==> config.mk <==
export PLATFORM = sky130hd
export DESIGN_NAME = alu_arbiter
export DESIGN_NICKNAME = d
export VERILOG_FILES = /design/src/rtl/alu_pkg.sv /design/src/rtl/ALU_8.sv /design/src/rtl/alu_arbiter.sv
export SDC_FILE = /design/constraint.sdc
export NUM_CORES = 1
export LEC_CHECK = 0
export ABC_AREA = 1
export CORE_MARGIN = 4
export CORE_UTILIZATION = 40
export CTS_BUF_LIST = sky130_fd_sc_hd__clkbuf_16
export DETAILED_ROUTE_END_ITERATION = 12
export PLACE_DENSITY = 0.67
export SLEW_MARGIN = 20
export SYNTH_ARGS = -nofsm -noshare
export SYNTH_HDL_FRONTEND = slang
export SYNTH_SLANG_ARGS = --single-unit
==> constraint.sdc <==
create_clock -name clk -period 13.5 [get_ports clk]
set_input_delay 1.35 -clock clk [delete_from_list [all_inputs] [get_ports clk]]
set_output_delay 1.35 -clock clk [all_outputs]
set_load 0.03 [all_outputs]
==> src/rtl/alu_pkg.sv <==
// Shared definitions for the ALU arbiter: opcodes, widths and FSM states.
package alu_pkg;

    localparam int DATA_W   = 8;
    localparam int RESULT_W = 16;

    localparam logic [2:0] ADD  = 3'd0;
    localparam logic [2:0] SUB  = 3'd1;
    localparam logic [2:0] MUL  = 3'd2;
    localparam logic [2:0] AND  = 3'd3;
    localparam logic [2:0] OR   = 3'd4;
    localparam logic [2:0] NAND = 3'd5;
    localparam logic [2:0] NOR  = 3'd6;
    localparam logic [2:0] XOR  = 3'd7;

    typedef enum logic [1:0] {
        IDLE = 2'd0,
        EXEC = 2'd1,
        RESP = 2'd2
    } state_t;

    // Only the arithmetic add/subtract ops produce a meaningful carry bit.
    function automatic logic has_carry(input logic [2:0] code);
        return (code == ADD) || (code == SUB);
    endfunction

endpackage

==> src/rtl/ALU_8.sv <==
// Combinational 8-bit ALU with 16-bit result; carry is result bit 8.
module ALU_8
    import alu_pkg::*;
(
    input  logic [2:0]          code,
    input  logic [DATA_W-1:0]   a,
    input  logic [DATA_W-1:0]   b,
    output logic [RESULT_W-1:0] out,
    output logic                zero,
    output logic                carry
);

    logic [DATA_W-1:0] lo;

    always_comb begin
        lo  = '0;
        out = '0;
        case (code)
            ADD:     out = RESULT_W'(a) + RESULT_W'(b);
            SUB:     out = RESULT_W'(a) - RESULT_W'(b);
            MUL:     out = RESULT_W'(a) * RESULT_W'(b);
            default: begin
                // Logic ops are formed at operand width so inversion stays in the low byte.
                case (code)
                    AND:     lo = a & b;
                    OR:      lo = a | b;
                    NAND:    lo = ~(a & b);
                    NOR:     lo = ~(a | b);
                    default: lo = a ^ b;
                endcase
                out = {{(RESULT_W-DATA_W){1'b0}}, lo};
            end
        endcase
        zero  = (out == '0);
        carry = out[DATA_W];
    end

endmodule

==> src/rtl/alu_arbiter.sv <==
// Round-robin sharing of one ALU_8 between two requesters, one op in flight.
module alu_arbiter
    import alu_pkg::*;
#(
    parameter int DATA_W = 8,
    parameter int OP_W   = 3
)(
    input  logic                clk,
    input  logic                rst_n,
    input  logic                req0_valid,
    input  logic [OP_W-1:0]     req0_code,
    input  logic [DATA_W-1:0]   req0_a,
    input  logic [DATA_W-1:0]   req0_b,
    output logic                req0_ready,
    input  logic                req1_valid,
    input  logic [OP_W-1:0]     req1_code,
    input  logic [DATA_W-1:0]   req1_a,
    input  logic [DATA_W-1:0]   req1_b,
    output logic                req1_ready,
    output logic                rsp_valid,
    output logic                rsp_id,
    output logic [RESULT_W-1:0] rsp_out,
    output logic                rsp_carry,
    output logic                rsp_zero,
    input  logic                rsp_ready,
    output logic                busy,
    output logic [15:0]         ops_done
);

    state_t              state, state_nxt;
    logic                rr_last;
    logic                grant;
    logic                accept;
    logic [OP_W-1:0]     op_code;
    logic [DATA_W-1:0]   op_a, op_b;
    logic                op_id;
    logic [RESULT_W-1:0] alu_out;
    logic                alu_zero, alu_carry;

    ALU_8 u_alu (
        .code  (op_code),
        .a     (op_a),
        .b     (op_b),
        .out   (alu_out),
        .zero  (alu_zero),
        .carry (alu_carry)
    );

    always_comb begin
        // On a tie the requester that was not served last wins.
        grant      = (req0_valid && req1_valid) ? ~rr_last : req1_valid;
        req0_ready = rst_n && (state == IDLE) && (req0_valid || req1_valid) && !grant;
        req1_ready = rst_n && (state == IDLE) && (req0_valid || req1_valid) && grant;
        accept     = req0_ready || req1_ready;
        state_nxt  = state;
        case (state)
            IDLE:    if (accept) state_nxt = EXEC;
            EXEC:    state_nxt = RESP;
            RESP:    if (rsp_ready) state_nxt = IDLE;
            default: state_nxt = IDLE;
        endcase
    end

    assign busy      = (state != IDLE);
    assign rsp_valid = (state == RESP);

    always_ff @(posedge clk) begin
        if (!rst_n) begin
            state     <= IDLE;
            rr_last   <= 1'b1;
            ops_done  <= '0;
            op_code   <= '0;
            op_a      <= '0;
            op_b      <= '0;
            op_id     <= 1'b0;
            rsp_id    <= 1'b0;
            rsp_out   <= '0;
            rsp_carry <= 1'b0;
            rsp_zero  <= 1'b0;
        end else begin
            state <= state_nxt;
            if (accept) begin
                op_code <= grant ? req1_code : req0_code;
                op_a    <= grant ? req1_a    : req0_a;
                op_b    <= grant ? req1_b    : req0_b;
                op_id   <= grant;
                rr_last <= grant;
            end
            if (state == EXEC) begin
                rsp_id    <= op_id;
                rsp_out   <= alu_out;
                rsp_zero  <= alu_zero;
                rsp_carry <= has_carry(op_code) && alu_carry;
            end
            if (rsp_valid && rsp_ready)
                ops_done <= ops_done + 16'd1;
        end
    end

endmodule

==> reports/metrics.yaml <==
clocking:
  cts_hold_buf: 0
  clk_latency_ps: 320
  cts_buffers: 9
  cts_setup_buffers: 0
  clk_pin_slew_ps: 50
  clock-root-buffer: "clkbuf_16"
  cts_sinks: 58
  cts_max_level: 3
  cts_buffer_depth: 2
  cts_resized: 0
  cts_tree: "done"
pwr:
  power.density_nw_per_um2: 80.94
  leakage_uw: 0.003831
  power_frac_clock_pct: 39.4
  p_int_uw: 400.6
  sw_frac_of_total_pct: 31.99
  combPwrFrac_pct: 26.3
  p_seq_share_pct: 34.3
  ir_drop_mv: 0.05563
  p_switching_uw: 188.4
critical_path:
  cpPeakStageDelay_ps: 990
  path_depth: 6
  crit_path_end_kind: "primary output"
  crit_buf_inv: 4
  cp_max_fo: 35
  worstPathRequired_ps: 12150
  cp.arrival_ps: 4970
  worst_setup_path_start_kind: "input pin"
  cp_cell_sequence: "clkdlybuf4s50_1, inv_2, nor3_1, inv_2, nor2_2, clkdlybuf4s50_1"
  slowest_stage: "clkdlybuf4s50_1"
  rr_worst_depth: 17
  cp_top_family: "buffers and inverters"
  critPathKind: "input pin to primary output"
drt:
  routed_wl_um: 15580
  drt_first_pass_iters: 5
  wl_per_cell_um: 13.13
  via_count: 5813
  post-route-drc-count: 0
  routed_via_density: 4.901
  drt_iter0_markers: 355
  postRouteAntennaNets: 0
sta:
  hold_ws_ps: 463.9
  finalHoldViolations: 0
  final-max-slew-violation-count: 0
  finalSetupViolations: 0
  timing.fmax_mhz: 158.2
  worst_pin_slew_ps: 992.7
  finalSetupTns_ps: 0
  setup_ws_ps: 7177
  finalCriticalPeriod_ps: 6323
  relSlewSlack_pct: 33.75
  rsz0062_at_grt: "no"
  period_share_pct: 46.84
  skew_ps: 6.452
yosys:
  syn-num-nets: 1086
  yosys_most_used_dff: "dfxtp_1"
  synthCells: 944
  synth_edf_count: 0
  syn_area_um2: 6095
  synth_warnings: 0
  seq_area_frac_synth_pct: 19.05
  ys_ff_latch: 58
  synthArstFlopShare_pct: 0
  netlist.area_leader.share_pct: 19.05
  yosys.area.top_type: "dfxtp_1"
  synth.distinct_cells: 33
  syn_area_per_cell_um2: 6.456
  synth_top_cells_by_area: "dfxtp_1, nand2_1, ha_1"
floorplan:
  row_count: 44
  start_util_pct: 41.31
  die_area_um2: 17280
  coreArea_um2: 14750
  io-pin-count: 82
  die_w_um: 131.4
  die_y_um: 131.4
global_routing:
  grt_pass1_wl_um: 26030
  grt_overflow: 0
  grt_use_total_pct: 17.90
  grt_pass1_vias: 5231
  antenna_found_initial: 0
  grt_max_degree: 36
final_layout:
  final_cell_mix: "nand2_1, inv_1, clkdlybuf4s50_1"
  layout.nets: 1140
  areaGrowthSynthToFinish_pct: 19.40
  drive_gt1_share_pct: 3.493
  final_common_cell: "nand2_1"
  diodes: 0
placed_design:
  gp_congestion: 0.9317
  dpl.hpwl_um: 12380
  pre_cts_slack_ps: 6785
  portBuffers: 81
status:
  status: "finished clean"
min_path:
  hold_class: "flip-flop to flip-flop"
  holdPathStages: 2
run:
  cap_violations: 0
## per-layer routing
layer | track usage (%) | part of all wire [%] | vias to the layer above
li1 | - | - | 3039
met1 | 26.60 | 52 | 2609
met5 | 0 | 0 | -
met3 | 3.096 | 5.2 | 16
met4 | 3.676 | 0.96 | 0
met2 | 27.34 | 42 | 149
## path summary, 6_finish.rpt
check | slack (ps) | end | start
setup reg to reg | 8670 | rsp_zero$_SDFFE_PN0N_ | op_a[4]$_SDFFE_PN0P_
hold / removal | 460 | rsp_carry$_SDFFE_PN0N_ | rsp_carry$_SDFFE_PN0N_
setup / recovery | 7180 | req1_ready | rst_n
hold reg to reg | 460 | rsp_carry$_SDFFE_PN0N_ | rsp_carry$_SDFFE_PN0N_
## power groups by stage
stage	Combinational, µW	Clock [µW]	Sequential [µW]
3_3_place_gp	152	0	205
2_1_floorplan	103	0	202
6_report	155	232	202
3_5_place_dp	154	0	205
5_1_grt	174	243	204
4_1_cts	154	236	202
## registers in the layout, indices dropped and copies added (netlist names)
name / flops
op_a: 8
op_b: 8
op_code: 3
op_id: 1
ops_done: 16
rr_last: 1
rsp_carry: 1
rsp_id: 1
rsp_out: 16
rsp_zero: 1
state: 2
## synthesized netlist by cell type (all sizes together), types with 7 or more instances
library cell	count
a21oi	47
a31oi	19
buf	11
clkbuf	27
dfxtp	58
fa	38
ha	61
inv	190
nand2	273
nand3	70
nand4	19
nor2	64
nor3	7
o211ai	8
o21ai	27
or2	7
## cells by family after synthesis
family / synth area share [%]
adders and majority gates: 25.01
buffers and inverters: 14.45
and+or+nand+nor: 30.69
xor gates and xnor gates: 0.4312
DFF: 19.05
AOI/OAI and AO/OA: 10.04
muxes: 0.3285
## layout make-up
type                    count  area, µm²
inverters                 190      713.2
multi-input cells         658       4060
clock buffers               9      225.2
clock inverters             6      76.32
well taps                 184      230.2
fillers                  1493       7477
repair buffers             81      810.8
flip-flops and latches     58       1161
## tightest hold or removal path: stages, from the launching register on
cell     delay [ps]
dfxtp_1         300
nand2_1          60
a21oi_1          50
## per-stage QoR
stage / instances / util [%] / cell area, µm² / power, µW
finish: 1186 / 49.32 / 7277 / 589.0
global route: 1186 / 49.32 / 7277 / 620.7
CTS: 1186 / 49.29 / 7272 / 591.9
detailed placement: 1171 / 47.24 / 6970 / 358.8
global placement: 1171 / 47.24 / 6970 / 357.5
floorplan: 944 / - / 6095 / 305.3
(Power assumes the default switching activity.)
